**config.mk**
```make
export PLATFORM = sky130hd
export DESIGN_NAME = seg_display_arbiter_flat
export DESIGN_NICKNAME = d
export VERILOG_FILES = /design/src/rtl/seg_display_arbiter_pkg.sv /design/src/rtl/seg_display_arbiter_if.sv /design/src/rtl/seg_display_arbiter_scan_timer.sv /design/src/rtl/seg_display_arbiter.sv /design/src/flat_wrapper.sv
export SDC_FILE = /design/constraint.sdc
export NUM_CORES = 1
export LEC_CHECK = 0
export CORE_UTILIZATION = 35
export CTS_CLUSTER_SIZE = 8
export DETAILED_ROUTE_END_ITERATION = 8
export HOLD_SLACK_MARGIN = 0.06
export PLACE_DENSITY = 0.59
export SYNTH_ARGS = -nofsm -noshare
export SYNTH_HDL_FRONTEND = slang
export SYNTH_SLANG_ARGS = --single-unit
```
**constraint.sdc**
```tcl
create_clock -name clk -period 8.8 [get_ports clk]
set_input_delay 2.64 -clock clk [delete_from_list [all_inputs] [get_ports clk]]
set_output_delay 2.64 -clock clk [all_outputs]
set_load 0.02 [all_outputs]
```
**src/rtl/seg_display_arbiter_pkg.sv**
```systemverilog
// Shared definitions for the 7-segment display arbiter.
// Holds the active-low SEG character codes, the active-low anode encodings,
// the arbiter state encoding and small helpers for round-robin selection.
package seg_display_arbiter_pkg;

  // Active-low segment codes, bit 7 = decimal point (off), bits 6:0 = g..a.
  localparam logic [7:0] SegCode0  = 8'hC0;
  localparam logic [7:0] SegCode1  = 8'hF9;
  localparam logic [7:0] SegCode2  = 8'hA4;
  localparam logic [7:0] SegCode3  = 8'hB0;
  localparam logic [7:0] SegCode4  = 8'h99;
  localparam logic [7:0] SegCode5  = 8'h92;
  localparam logic [7:0] SegCode6  = 8'h82;
  localparam logic [7:0] SegCode7  = 8'hF8;
  localparam logic [7:0] SegCode8  = 8'h80;
  localparam logic [7:0] SegCode9  = 8'h90;
  localparam logic [7:0] SegCodeL  = 8'hC7;
  localparam logic [7:0] SegCodeH  = 8'h89;
  localparam logic [7:0] SegBlank  = 8'hFF;

  // Active-low one-hot anode selects.
  localparam logic [3:0] An3   = 4'b0111;
  localparam logic [3:0] An2   = 4'b1011;
  localparam logic [3:0] An1   = 4'b1101;
  localparam logic [3:0] An0   = 4'b1110;
  localparam logic [3:0] AnOff = 4'b1111;

  // Digit index: 3 = AN3 (leftmost, first in a frame) down to 0 = AN0.
  typedef logic [1:0] digit_t;
  localparam digit_t DigAn3 = 2'd3;

  typedef enum logic {StBlank, StShow} state_e;

  function automatic logic [3:0] an_onehot(input digit_t d);
    logic [3:0] an;
    unique case (d)
      2'd3: an = An3;
      2'd2: an = An2;
      2'd1: an = An1;
      2'd0: an = An0;
    endcase
    return an;
  endfunction

  // Source indices live in 0..2, so wrap explicitly rather than mod 4.
  function automatic logic [1:0] inc_mod3(input logic [1:0] v);
    return (v == 2'd2) ? 2'd0 : v + 2'd1;
  endfunction

  // First set bit of req scanning upward from ptr with wrap-around.
  function automatic logic [1:0] rr_pick(input logic [2:0] req, input logic [1:0] ptr);
    logic [1:0] idx;
    logic [1:0] pick;
    logic       found;
    idx   = ptr;
    pick  = 2'd0;
    found = 1'b0;
    for (int i = 0; i < 3; i++) begin
      if (!found && req[idx]) begin
        pick  = idx;
        found = 1'b1;
      end
      idx = inc_mod3(idx);
    end
    return pick;
  endfunction

endpackage

```
**src/rtl/seg_display_arbiter_if.sv**
```systemverilog
// Bus between the display arbiter and its sources / display pins.
//   req        : per-source request, bit i = source i
//   chars0..2  : per-source characters, active-low SEG, [31:24] = AN3 ... [7:0] = AN0
//   force_en   : override arbitration with force_src (3 = blank)
//   final_AN   : active-low anode select
//   final_SEG  : active-low segment pattern
//   grant      : one-hot current owner, 000 when blank
//   frame_tick : one-cycle pulse on the first cycle of each frame
// slave = arbiter side, master = driver of requests / observer of display.
interface seg_display_arbiter_if;
  logic [2:0]  req;
  logic [31:0] chars0;
  logic [31:0] chars1;
  logic [31:0] chars2;
  logic        force_en;
  logic [1:0]  force_src;
  logic [3:0]  final_AN;
  logic [7:0]  final_SEG;
  logic [2:0]  grant;
  logic        frame_tick;

  modport master (
    output req, chars0, chars1, chars2, force_en, force_src,
    input  final_AN, final_SEG, grant, frame_tick
  );

  modport slave (
    input  req, chars0, chars1, chars2, force_en, force_src,
    output final_AN, final_SEG, grant, frame_tick
  );
endinterface

```
**src/rtl/seg_display_arbiter_scan_timer.sv**
```systemverilog
// seg_scan_timer: slot / digit timing for the multiplexed display.
//   clk, reset : system clock, asynchronous active-high reset
//   digit      : current digit index (3 = AN3 ... 0 = AN0)
//   in_blank   : high during the first BLANK_CYC cycles of each slot
//   frame_tick : high on slot 0 of digit AN3 (frame boundary)
module seg_scan_timer
  import seg_display_arbiter_pkg::*;
#(
  parameter int unsigned SCAN_DIV  = 35714,
  parameter int unsigned BLANK_CYC = 64
) (
  input  logic   clk,
  input  logic   reset,
  output digit_t digit,
  output logic   in_blank,
  output logic   frame_tick
);

  localparam int unsigned CntW = (SCAN_DIV > 1) ? $clog2(SCAN_DIV) : 1;
  localparam logic [CntW-1:0] CntMax = CntW'(SCAN_DIV - 1);

  logic [CntW-1:0] slot_q;
  digit_t          digit_q;
  logic            run_q;

  // run_q holds the counter at the AN3/slot 0 position for the first cycle out of
  // reset, so the first frame boundary is seen on the first clk after deassertion.
  always_ff @(posedge clk or posedge reset) begin
    if (reset) begin
      slot_q  <= '0;
      digit_q <= DigAn3;
      run_q   <= 1'b0;
    end else begin
      run_q <= 1'b1;
      if (run_q) begin
        if (slot_q == CntMax) begin
          slot_q  <= '0;
          digit_q <= digit_q - 2'd1;  // 3->2->1->0->3 by natural wrap
        end else begin
          slot_q <= slot_q + CntW'(1);
        end
      end
    end
  end

  assign digit      = digit_q;
  assign in_blank   = (32'(slot_q) < BLANK_CYC);
  assign frame_tick = run_q && (slot_q == '0) && (digit_q == DigAn3);

endmodule

```
**src/rtl/seg_display_arbiter.sv**
```systemverilog
// seg_display_arbiter: shares one 4-digit multiplexed 7-segment display between
// three sources with frame-aligned round-robin arbitration, a minimum hold time,
// a force override and tear-free character snapshots.
//   clk, reset : system clock, asynchronous active-high reset
//   bus        : seg_display_arbiter_if.slave (requests, characters, force, display)
module seg_display_arbiter
  import seg_display_arbiter_pkg::*;
#(
  parameter int unsigned SCAN_DIV    = 35714,
  parameter int unsigned BLANK_CYC   = 64,
  parameter int unsigned HOLD_FRAMES = 140
) (
  input logic                  clk,
  input logic                  reset,
  seg_display_arbiter_if.slave bus
);

  localparam int unsigned HoldW = (HOLD_FRAMES > 0) ? $clog2(HOLD_FRAMES + 1) : 1;
  localparam logic [HoldW-1:0] HoldMax = HoldW'(HOLD_FRAMES);

  digit_t digit;
  logic   in_blank;
  logic   tick;

  seg_scan_timer #(
    .SCAN_DIV  (SCAN_DIV),
    .BLANK_CYC (BLANK_CYC)
  ) u_scan_timer (
    .clk        (clk),
    .reset      (reset),
    .digit      (digit),
    .in_blank   (in_blank),
    .frame_tick (tick)
  );

  state_e           state_q, state_d;
  logic [1:0]       owner_q, owner_d;
  logic [1:0]       rr_q, rr_d;
  logic [HoldW-1:0] hold_q, hold_d;
  logic [31:0]      snap_q, snap_d;
  logic [3:0]       an_q, an_d;
  logic [7:0]       seg_q, seg_d;
  logic [2:0]       grant_q, grant_d;

  logic [2:0]       others;
  logic [1:0]       pick_any;
  logic [1:0]       pick_oth;
  logic [HoldW-1:0] frames_done;
  logic [31:0]      owner_chars;
  logic [7:0]       cur_byte;

  // Arbitration candidates for this boundary.
  always_comb begin
    others      = bus.req & ~(3'b001 << owner_q);
    pick_any    = rr_pick(bus.req, rr_q);
    pick_oth    = rr_pick(others, rr_q);
    // Frames the owner will have shown once the current frame ends, saturating.
    frames_done = (hold_q >= HoldMax) ? HoldMax : hold_q + HoldW'(1);
  end

  // Owner decision; only a frame boundary may change anything. A simultaneous
  // owner release and new request collapse into the single pick_any decision.
  always_comb begin
    state_d = state_q;
    owner_d = owner_q;
    rr_d    = rr_q;
    hold_d  = hold_q;
    if (tick) begin
      if (bus.force_en) begin
        hold_d = '0;
        if (bus.force_src == 2'd3) begin
          state_d = StBlank;
        end else begin
          state_d = StShow;
          owner_d = bus.force_src;
          rr_d    = inc_mod3(bus.force_src);
        end
      end else if (state_q == StBlank) begin
        if (|bus.req) begin
          state_d = StShow;
          owner_d = pick_any;
          rr_d    = inc_mod3(pick_any);
          hold_d  = '0;
        end
      end else if (!bus.req[owner_q]) begin
        hold_d = '0;
        if (|bus.req) begin
          owner_d = pick_any;
          rr_d    = inc_mod3(pick_any);
        end else begin
          state_d = StBlank;
        end
      end else if ((frames_done >= HoldMax) && (|others)) begin
        owner_d = pick_oth;
        rr_d    = inc_mod3(pick_oth);
        hold_d  = '0;
      end else begin
        hold_d = frames_done;
      end
    end
  end

  // Snapshot and next display values.
  always_comb begin
    unique case (owner_d)
      2'd0:    owner_chars = bus.chars0;
      2'd1:    owner_chars = bus.chars1;
      default: owner_chars = bus.chars2;
    endcase

    snap_d = snap_q;
    if (tick) begin
      snap_d = (state_d == StShow) ? owner_chars : 32'hFFFF_FFFF;
    end

    unique case (digit)
      2'd3: cur_byte = snap_d[31:24];
      2'd2: cur_byte = snap_d[23:16];
      2'd1: cur_byte = snap_d[15:8];
      2'd0: cur_byte = snap_d[7:0];
    endcase

    if (state_d == StBlank) begin
      an_d    = AnOff;
      seg_d   = SegBlank;
      grant_d = 3'b000;
    end else begin
      an_d    = in_blank ? AnOff : an_onehot(digit);
      seg_d   = cur_byte;
      grant_d = 3'b001 << owner_d;
    end
  end

  always_ff @(posedge clk or posedge reset) begin
    if (reset) begin
      state_q <= StBlank;
      owner_q <= 2'd0;
      rr_q    <= 2'd0;
      hold_q  <= '0;
      snap_q  <= 32'hFFFF_FFFF;
      an_q    <= AnOff;
      seg_q   <= SegBlank;
      grant_q <= 3'b000;
    end else begin
      state_q <= state_d;
      owner_q <= owner_d;
      rr_q    <= rr_d;
      hold_q  <= hold_d;
      snap_q  <= snap_d;
      an_q    <= an_d;
      seg_q   <= seg_d;
      grant_q <= grant_d;
    end
  end

  assign bus.final_AN   = an_q;
  assign bus.final_SEG  = seg_q;
  assign bus.grant      = grant_q;
  assign bus.frame_tick = tick;

endmodule

```
**src/flat_wrapper.sv**
```systemverilog
// flat-port wrapper written by rule: the top's interface ports become plain ports
module seg_display_arbiter_flat import seg_display_arbiter_pkg::*;
#(
  parameter int unsigned SCAN_DIV    = 35714,
  parameter int unsigned BLANK_CYC   = 64,
  parameter int unsigned HOLD_FRAMES = 140
)
  (clk, reset, bus_req, bus_chars0, bus_chars1, bus_chars2, bus_force_en, bus_force_src, bus_final_AN, bus_final_SEG, bus_grant, bus_frame_tick);
  seg_display_arbiter_if bus_i ();
  input logic clk;
  input logic reset;
  input wire logic [$bits(bus_i.req)-1:0] bus_req;
  input wire logic [$bits(bus_i.chars0)-1:0] bus_chars0;
  input wire logic [$bits(bus_i.chars1)-1:0] bus_chars1;
  input wire logic [$bits(bus_i.chars2)-1:0] bus_chars2;
  input wire logic [$bits(bus_i.force_en)-1:0] bus_force_en;
  input wire logic [$bits(bus_i.force_src)-1:0] bus_force_src;
  output wire logic [$bits(bus_i.final_AN)-1:0] bus_final_AN;
  output wire logic [$bits(bus_i.final_SEG)-1:0] bus_final_SEG;
  output wire logic [$bits(bus_i.grant)-1:0] bus_grant;
  output wire logic [$bits(bus_i.frame_tick)-1:0] bus_frame_tick;
  assign bus_i.req = bus_req;
  assign bus_i.chars0 = bus_chars0;
  assign bus_i.chars1 = bus_chars1;
  assign bus_i.chars2 = bus_chars2;
  assign bus_i.force_en = bus_force_en;
  assign bus_i.force_src = bus_force_src;
  assign bus_final_AN = bus_i.final_AN;
  assign bus_final_SEG = bus_i.final_SEG;
  assign bus_grant = bus_i.grant;
  assign bus_frame_tick = bus_i.frame_tick;
  seg_display_arbiter #(.SCAN_DIV(SCAN_DIV), .BLANK_CYC(BLANK_CYC), .HOLD_FRAMES(HOLD_FRAMES)) u_core (.clk(clk), .reset(reset), .bus(bus_i));
endmodule
```
Word level (Yosys, flattened, before mapping)
Cells that the tools add are included.
W data, S select, Z words.
{"block": "totals", "ff_bits": 79, "latch_bits": 0, "mem_bits_rw": 0, "mem_bits_ro": 0, "in_bits": 104, "output_inout_bits": 16, "word_cells": 127, "memories": 0}
{"block": "classes", "add_sub_neg": 8, "multipliers": 0, "div_mod_pow": 0, "order_cmp": 7, "n_eq_ne": 13, "n_shift": 2, "muxes": 64, "bitwise_logic": 2, "n_reduce_logical": 20}
{"cell": "$mux W32", "n": 2}
{"cell": "$pmux W32 S2", "n": 1}
{"cell": "$mux W8", "n": 7}
{"cell": "$mux W2", "n": 24}
{"cell": "$pmux W8 S4", "n": 1}
{"cell": "$mux W1", "n": 17}
{"cell": "$add A16 B1 Y16 const B", "n": 1}
{"cell": "$eq A16 B16 Y1 const B", "n": 1}
{"cell": "$eq A2 B2 Y1 const B", "n": 8}
{"cell": "$ge A8 B8 Y1 const B", "n": 2}
{"cell": "$logic_not A16 Y1", "n": 1}
{"cell": "$lt A16 B7 Y1 const B", "n": 1}
{"cell": "$mux W16", "n": 1}
{"cell": "$pmux W4 S4", "n": 1}
{"cell": "$bmux W1 S2", "n": 7}
{"cell": "$lt A2 B3 Y1 const B", "n": 4}
{"cell": "$add A2 B1 Y2 const B", "n": 5}
{"cell": "$add A8 B1 Y8 const B", "n": 1}
{"cell": "$mux W4", "n": 2}
{"cell": "$logic_and A1 B1 Y1", "n": 7}
{"cell": "$reduce_or A3 Y1", "n": 2}
{"cell": "$shl A1 B2 Y3 const A", "n": 2}
{"cell": "$eq A2 B1 Y1 const B", "n": 2}
{"cell": "$logic_not A1 Y1", "n": 4}
{"cell": "10 further kinds", "n": 12}

Longest topological paths before layout
Gate-level depths: netlist of the first run.
{"block": "logic_depth", "ltp_word": 23, "ltp_mapped": 15, "mapped_depth_nobuf": 13}

Cells and area by module
Synthesis of the first run repeated with hierarchy kept, for this count alone.
{"block": "unflattened", "hier_cells": 505, "hier_area_um2": 5032.3}
{"mod": "seg_display_arbiter", "n_inst": 1, "cells_each": 410, "area_each_um2": 4041.4, "seq_area_each_um2": 1556.5}
{"mod": "seg_scan_timer", "n_inst": 1, "cells_each": 95, "area_each_um2": 991.0, "seq_area_each_um2": 478.0}

Worst setup path after synthesis of the first run
OpenSTA, ideal clock, no wires.
{"block": "synth_path", "kind": "flip-flop to output port", "from": "reg u_core.u_scan_timer.slot_q[9]", "to": "out bus_frame_tick", "arrival_ns": 2.461, "t_required_ns": 6.160, "setup_slack_ns": 3.699, "path_stages_with_launch": 9, "path_cell_list": "dfrtp_1 -> or4_4 -> nor3_2 -> nand2_1 -> inv_2 -> clkbuf_1 -> buf_2 -> buf_2 -> buf_1"}
{"block": "synth_via", "elab_chain_len": 3}
{"item": "start: declaration", "line_no": "seg_display_arbiter_scan_timer.sv:22", "source": "logic [CntW-1:0] slot_q;"}
{"item": "start signal: assignment", "line_no": "seg_display_arbiter_scan_timer.sv:40", "source": "slot_q <= slot_q + CntW'(1);"}
{"item": "$logic_not A16 Y1", "line_no": "seg_display_arbiter_scan_timer.sv:48", "source": "assign frame_tick = run_q && (slot_q == '0) && (digit_q == DigAn3);"}
{"item": "$logic_and A1 B1 Y1 (2 in series)", "line_no": "seg_display_arbiter_scan_timer.sv:48"}
{"item": "end: declaration", "line_no": "flat_wrapper.sv:21", "source": "output wire logic [$bits(bus_i.frame_tick)-1:0] bus_frame_tick;"}
No other way between the ends.

Worst setup path in the final report of the first run
{"block": "layout_path", "from": "in bus_req[0]", "to": "reg u_core.seg_q[0] (netlist: u_core.bus.final_SEG[0])"}
{"block": "layout_via", "elab_chain_len": 21, "elab_cells_between_ends": 54}
{"item": "start: declaration", "line_no": "flat_wrapper.sv:12", "source": "input wire logic [$bits(bus_i.req)-1:0] bus_req;"}
{"item": "$and A3 B3 Y3", "line_no": "seg_display_arbiter.sv:54", "source": "others = bus.req & ~(3'b001 << owner_q);"}
{"item": "$bmux W1 S2", "line_no": "seg_display_arbiter_pkg.sv:59", "source": "if (!found && req[idx]) begin"}
{"item": "$mux W1 (implied by the code)", "line_no": "seg_display_arbiter_pkg.sv:59"}
{"item": "$mux W1", "line_no": "seg_display_arbiter_pkg.sv:59"}
{"item": "$logic_not A1 Y1", "line_no": "seg_display_arbiter_pkg.sv:59"}
{"item": "$logic_and A1 B1 Y1", "line_no": "seg_display_arbiter_pkg.sv:59"}
{"item": "$mux W1", "line_no": "seg_display_arbiter_pkg.sv:59"}
{"item": "$logic_not A1 Y1", "line_no": "seg_display_arbiter_pkg.sv:59"}
{"item": "(+6 left out)"}
{"item": "$mux W2", "line_no": "seg_display_arbiter.sv:68", "source": "if (tick) begin"}
{"item": "$eq A2 B1 Y1 / $logic_not A2 Y1 (equally long branches)", "line_no": "seg_display_arbiter.sv:105", "source": "unique case (owner_d)"}
{"item": "$pmux W32 S2", "line_no": "seg_display_arbiter.sv:105"}
{"item": "$mux W32", "line_no": "seg_display_arbiter.sv:113", "source": "snap_d = (state_d == StShow) ? owner_chars : 32'hFFFF_FFFF;"}
{"item": "$mux W32", "line_no": "seg_display_arbiter.sv:112", "source": "if (tick) begin"}
{"item": "$pmux W8 S4", "line_no": "seg_display_arbiter.sv:116", "source": "unique case (digit)"}
{"item": "$mux W8 (*)", "line_no": "seg_display_arbiter.sv:123", "source": "if (state_d == StBlank) begin"}
{"item": "named net u_core.seg_d[0]", "line_no": "seg_display_arbiter.sv:42", "source": "logic [7:0] seg_q, seg_d;"}
{"item": "end signal: assignment", "line_no": "seg_display_arbiter.sv:142", "source": "seg_q <= SegBlank;"}
{"item": "end signal: assignment", "line_no": "seg_display_arbiter.sv:151", "source": "seg_q <= seg_d;"}
{"item": "end: declaration", "line_no": "seg_display_arbiter.sv:42"}
The timed path passes the listed nets; every way through them passes the cells marked *. The select of a mux whose other input is x is not followed.
A chain may end at the register's enable or synchronous reset.

==> summary.txt, run 1 <==
Critical path
  • CP required: 9.08 ns
  • Endpoint class of the critical path: register
  • Number of buffers and inverters on the critical path: 2
  • Crit path max fanout: 52
  • Crit Path Class: in -> reg
  • Crit path max-delay family: compound AO/OA/AOI/OAI gates
  • Crit-path slowest cell: a211o_2
  • Crit-path cells: clkdlybuf4s50_1 -> o21ai_0 -> a22o_1 -> a221o_1 -> a2111oi_0 -> a211o_2 -> inv_2 -> o41ai_1 -> nor4b_1 -> o32a_1
  • Crit path launch type: primary input
  • CP peak stage delay: between 0.7 and 0.8 ns
  • Data arrival, critical path: between 6 and 7 ns

Timing
  • Fmax: about 160 MHz
  • Max-slew headroom: 33.4%
  • Setup violations, final: 0
  • Final hold vios: 0
  • Worst Hold Slack: 0.510 ns
  • Worst Tran Pin Value: about 1 ns
  • Setup Total Neg Slack: 0 ns
  • Fin crit share: between 70% and 80%
  • RSZ-0062 raised after global routing: false
  • Clock skew: approximately 0.0095 ns
  • Slew Viols, Final: 0
  • Worst setup margin: about 2.6 ns
  • Min Tclk post-route: 6.24 ns

Floorplanning
  • Core footprint: about 14000 sq um
  • Site Rows: 44
  • Die H: between 100 and 150 um
  • Initial core utilization: between 30% and 40%
  • Die Area: approximately 15000 sq um
  • Die Span X: around 120 um
  • Ports: 120

Final layout
  • ANT cells: 0
  • Commonest non-fill, non-tap cells in the layout: clkdlybuf4s50_1 (119), nor2_1 (67), nand2_1 (54), dfstp_2 (46), dfrtp_1 (33)
  • Final core occ: between 40% and 50%
  • Nets: 788
  • Final Non-Filler Cells: 861
  • P&R area growth vs syn: 30.5%
  • Layout fillers: 1374
  • Layout cells sized above 1: between 10% and 20%
  • Leading cell type in the layout, fill and taps excluded: clkdlybuf4s50_1

Clock tree
  • Clk sinks: between 70 and 80
  • H-tree depth reported by CTS: 3
  • Hold_buf cts: 0
  • Root Driver: clkbuf_16
  • # resized after CTS: 0
  • Worst-path clk slew: roughly 0.07 ns
  • CTS Buffer Depth: 2
  • Worst-Skew Late Latency: between 0.3 and 0.4 ns
  • CTS buffer count: 9
  • # Post-CTS Setup Buffers: 0
  • CTS tree: built

Drt
  • Via count: roughly 4800
  • Drc violations: 0
  • Post-DR wirelength/cell: roughly 17 um
  • Vias per inst: roughly 5.6
  • Met1 WL: slightly above 7000 um
  • Initial DRC count: between 500 and 600
  • Detailed Routing Iterations Pass 1: 5
  • Post-Route WL: ~15000 um
  • Uppermost layer routed: met4
  • Antenna Nets Post-Route: 0
  • WL met2: slightly below 7000 um
  • Routed wl met3: a little under 800 um

Logic synthesis
  • Post-synth cell types: between 70 and 80
  • Post-Syn Instances: a little under 600
  • Cell Area, Synth: 5170 sq um
  • Synth async-reset ratio: 100%
  • Synthesis Warnings: 0
  • Syn Nets: 693
  • Top FF cell, synth: dfstp_2
  • Avg Cell Area, Syn: between 8 and 9 sq um
  • Register area share after synthesis: 39.3%
  • Number of synthesized flops with an enable pin: 0
  • Synth Register Bits: 79

Outcome
  • Run status: finished clean

Power and ir drop
  • Power density cells: 139 nW/um^2
  • Leak pwr: between 2 and 3 nW
  • VDD IR max: slightly below 0.07 mV

Placed design
  • HPWL Detailed: about 11000 um
  • Pre-CTS setup slack: ~2.2 ns
  • Port Buf Inserts: about 120
  • Dpl cells: ~850
  • Gpl congestion: 0.881

Global route
  • First-pass GRT wire length: ~24000 um
  • Largest net degree at the start of global routing: 80
  • Total track usage: approximately a fifth
  • Initial antenna violation count: 0
  • Vias in the first global route: between 4000 and 5000
  • Grt ovf: 0

Run
  • Max_cap viols: 0

Min path
  • Hold WC Path Type: reg -> reg
==> worst paths after layout <==
kind	cells past startpoint	end	slack [ns]	startpoint
min	2	u_core.snap_q[2]	0.51	u_core.snap_q[2]
max	10	u_core.bus.final_SEG[0]	2.56	bus_req[0]
min reg2reg	2	u_core.snap_q[2]	0.51	u_core.snap_q[2]
max reg2reg	12	u_core.bus.final_SEG[6]	4.39	u_core.u_scan_timer.slot_q[9]
min in group asynchronous	3	u_core.hold_q[1]	2.93	reset
max in group asynchronous	3	u_core.owner_q[1]	5.24	reset
==> Yosys cell counts, drive strengths merged, types with 3 or more instances <==
cell type | number | area [sq um]
o22a | 18 | 158
nand3 | 15 | 75.1
xnor2 | 8 | 70.1
nor2b | 5 | 38.8
a31oi | 11 | 68.8
or4 | 3 | 26.3
a221oi | 3 | 26.3
o41ai | 7 | 106
o21a | 14 | 105
nor3 | 15 | 80.1
a22o | 3 | 26.3
nand2 | 54 | 203
mux2 | 3 | 33.8
a21o | 3 | 22.5
and3 | 4 | 25.0
clkbuf | 22 | 86.3
o211ai | 14 | 105
inv | 24 | 90.1
o22ai | 11 | 75.1
xor2 | 10 | 87.6
dfstp | 46 | 1210
ha | 12 | 150
nor2 | 67 | 251
nand4 | 9 | 56.3
buf | 18 | 115
nor4b | 3 | 26.3
o32ai | 5 | 43.8
a22oi | 6 | 45.0
o21ai | 31 | 159
and2 | 4 | 25.0
a211o | 4 | 35.0
a311o | 3 | 30.0
o32a | 6 | 60.1
dfrtp | 33 | 826
mux2i | 23 | 230
a21oi | 33 | 169
==> cell families after synthesis <==
group / after synthesis / share of synthesized area (%)
simple gates: 188 / 16.8
mux: 26 / 5.10
xor+xnor: 18 / 3.05
compound gates: 189 / 27.1
other cells: 1 / 0.0725
flops: 79 / 39.3
fa+ha+maj: 12 / 2.90
buf+inv: 64 / 5.64
==> power breakdown <==
part	total [mW]	switching [mW]	leakage, nW	internal (mW)
registers	0.402	0.0221	0.917	0.380
clock network	0.407	0.158	0.160	0.249
logic	0.127	0.0556	1.66	0.0709
total	0.936	0.236	2.73	0.700
==> state kept, by name, indices dropped and copies added, names as in the netlist <==
name,count
u_core.snap_q,32
u_core.u_scan_timer.slot_q,16
u_core.bus.final_SEG,8
u_core.hold_q,8
u_core.bus.final_AN,4
u_core.bus.grant,3
u_core.owner_q,2
u_core.rr_q,2
u_core.u_scan_timer.digit,2
u_core.state_q,1
u_core.u_scan_timer.run_q,1
==> final cells by class <==
cell class	count	area, sq um	area share [%]
Inverter	24	90.1	1.33
Multi-Input combinational cell	434	2850	42.2
Tap cell	184	230	3.41
Clock inverter	7	95.1	1.41
Timing Repair Buffer	124	1230	18.2
Sequential cell	79	2030	30.1
Clock buffer	9	225	3.34
==> metal layers <==
metal,track usage [%],vias up
li1,-,2312
met1,29.9,2316
met2,30.6,171
met3,3.09,18
met4,7.30,0
met5,0,-
==> through the flow <==
| step | cell area (sq um) | total power [mW] |
|---|---|---|
| after floorplan | 5170 | 0.464 |
| after global placement | 6430 | 0.531 |
| after detailed placement | 6430 | 0.534 |
| after CTS | 6750 | 0.946 |
| after global routing | 6750 | 0.980 |
| final | 6750 | 0.936 |
==> worst min-delay path, stage by stage (launching register included) <==
cell and delay [ns]:
dfstp_2 0.37, nor2_1 0.09, nor3_1 0.05
Note: power is estimated with default switching activity, not from simulation.
==> run 2, diff against run 1 <==
- PLACE_DENSITY: 0.59 -> 0.62
- clock period: 8.8 -> 5.3 ns (I/O delays scaled with it)
==> summary.txt, run 2 (synthesis results as in run 1) <==
Outcome
  • Run status: finished clean

Timing
  • Clock skew: ~0.013 ns
  • Fin crit share: 90.9%
  • Final hold vios: 0
  • Min Tclk post-route: 4.82 ns
  • Worst Tran Pin Value: 0.696 ns
  • RSZ-0062 raised after global routing: false
  • Setup Total Neg Slack: 0 ns
  • Setup violations, final: 0
  • Max-slew headroom: 53.6%
  • Slew Viols, Final: 0
  • Fmax: between 200 and 250 MHz

Clock tree
  • # resized after CTS: 0
  • Root Driver: clkbuf_16
  • Worst-path clk slew: around 0.060 ns
  • Hold_buf cts: 0
  • CTS Buffer Depth: 2
  • CTS tree: built
  • Worst-Skew Late Latency: around 0.33 ns
  • CTS buffer count: 9
  • # Post-CTS Setup Buffers: 0
  • H-tree depth reported by CTS: 3
  • Clk sinks: between 70 and 80

Global route
  • First-pass GRT wire length: between 20000 and 25000 um
  • Initial antenna violation count: 0
  • Grt ovf: 0
  • Largest net degree at the start of global routing: 63
  • Vias in the first global route: ~4700
  • Total track usage: 20.4%

Critical path
  • CP required: roughly 5.6 ns
  • Crit path launch type: primary input
  • R2r startpoint: u_core.u_scan_timer.slot_q[8]
  • Crit path max fanout: 15
  • Crit-path slowest cell: clkdlybuf4s50_1
  • R2R Path End: u_core.bus.final_SEG[3]
  • Crit Path Class: in -> reg
  • Reg2reg setup slack: 1.22 ns
  • Endpoint class of the critical path: register
  • Crit-path cells: clkdlybuf4s50_1 -> o21ai_0 -> a22o_1 -> a221o_1 -> a2111oi_0 -> a211o_2 -> inv_2 -> o41ai_1 -> nor4b_1 -> buf_4 -> o32a_1
  • Data arrival, critical path: 5.07 ns
  • CP peak stage delay: approximately 0.7 ns
  • R2r worst-path depth: 11

Final layout
  • Layout cells sized above 1: between 10% and 20%
  • Max reg flops: 32
  • Commonest non-fill, non-tap cells in the layout: clkdlybuf4s50_1 (119), nor2_1 (67), nand2_1 (54), dfstp_2 (46), dfrtp_1 (33)
  • Final Non-Filler Cells: around 870
  • Largest register by flop count: u_core.snap_q
  • Leading cell type in the layout, fill and taps excluded: clkdlybuf4s50_1
  • Nets: about 790
  • Largest regs: u_core.snap_q: 32 flops, u_core.u_scan_timer.slot_q: 16 flops
  • ANT cells: 0
  • P&R area growth vs syn: 31.3%
  • Final core occ: a little under half

Power and ir drop
  • Sequential Power Share: between 40% and 50%
  • Power density cells: 224 nW/um^2
  • Internal cell power: between 1 and 1.5 mW
  • Leak pwr: between 2 and 3 nW
  • VDD IR max: roughly 0.16 mV
  • Switching part of the total: about a quarter
  • Design Power: about 1.5 mW
  • Sw Pwr: roughly 370 uW
  • Logic pwr share: between 10% and 20%
  • Clock network fraction of design power: a little over two fifths

Floorplanning
  • Die Area: approximately 15000 sq um
  • Ports: 120
  • Site Rows: 44
  • Initial core utilization: a little over a third
  • Core footprint: between 10000 and 15000 sq um
  • Die Span X: approximately 120 um
  • Die H: ~120 um

Min path
  • Worst hold endpoint: u_core.snap_q[14]
  • Worst min-delay path startpoint: u_core.snap_q[14]
  • Hold Crit Depth: 2
  • Hold WC Path Type: reg -> reg

Run
  • Max_cap viols: 0

Placed design
  • Port Buf Inserts: 119
  • HPWL Detailed: 11200 um
  • Dpl cells: 850
  • Gpl congestion: around 0.86

Drt
  • Post-Route WL: between 15000 and 20000 um
  • Via count: approximately 4800
  • Antenna Nets Post-Route: 0
  • Drc violations: 0
  • Detailed Routing Iterations Pass 1: 5
  • Initial DRC count: 405
  • Vias per inst: approximately 5.5
  • Post-DR wirelength/cell: between 15 and 20 um
[run 2: cell types whose count changed in the layout (fill, tap and decap cells not counted)]
| cell | change |
|---|---|
| buf_4 | +4 |
| clkbuf_8 | +3 |
| clkinv_4 | -2 |
| inv_4 | -2 |
| buf_12 | +1 |
| bufinv_16 | -1 |
| clkbuf_1 | +1 |
| clkinv_2 | +1 |
[run 2: power groups by stage]
stage	registers, mW	clock network (mW)	logic [mW]
final	0.668	0.642	0.213
after global placement	0.673	0	0.209
after CTS	0.667	0.650	0.214
after detailed placement	0.676	0	0.212
after global routing	0.674	0.685	0.235
after floorplan	0.666	0	0.105
[run 2: stage by stage]
step | hold WS (ns) | worst slack (ns) | instance area (sq um)
floorplan | 0.464 | 1.25 | 5170
global placement | 0.487 | 0.370 | 6480
detailed placement | 0.490 | 0.182 | 6480
CTS | 0.499 | 0.519 | 6790
global route | 0.514 | 0.180 | 6790
finish | 0.500 | 0.480 | 6790
[run 2: layer usage]
layer  GRT usage (%)  part of all wire [%]  up-vias
met4            7.08                   2.1        0
met3            2.95                   4.3       20
met5               0                     0        -
met2            32.4                    47      141
li1                -                     -     2329
met1            28.2                    47     2309
[run 2: worst max-delay path by stage]
stage / depth (start not counted) / from / to / slack, ns
floorplan: 8 / u_core.u_scan_timer.slot_q[9] / bus_frame_tick / 1.25
global placement: 10 / bus_req[0] / u_core.bus.final_SEG[5] / 0.37
detailed placement: 11 / bus_req[0] / u_core.bus.final_SEG[5] / 0.18
CTS: 11 / bus_req[0] / u_core.bus.final_SEG[5] / 0.52
global route: 11 / bus_req[0] / u_core.bus.final_SEG[5] / 0.18
finish: 11 / bus_req[0] / u_core.bus.final_SEG[5] / 0.48
[run 2: layout make-up]
cell class | count | area [sq um]
clock buffers | 13 | 270
clock inverters | 3 | 40.0
fillers | 1388 | 7690
inverters | 24 | 90.1
multi-input cells | 434 | 2850
flip-flops and latches | 79 | 2030
well taps | 184 | 230
repair buffers | 129 | 1280
[run 2: critical path: cells and delay by family]
family	cells	cell delay (ns)
compound gates	7	2.29
simple gates	1	0.12
buf+inv	3	1.06
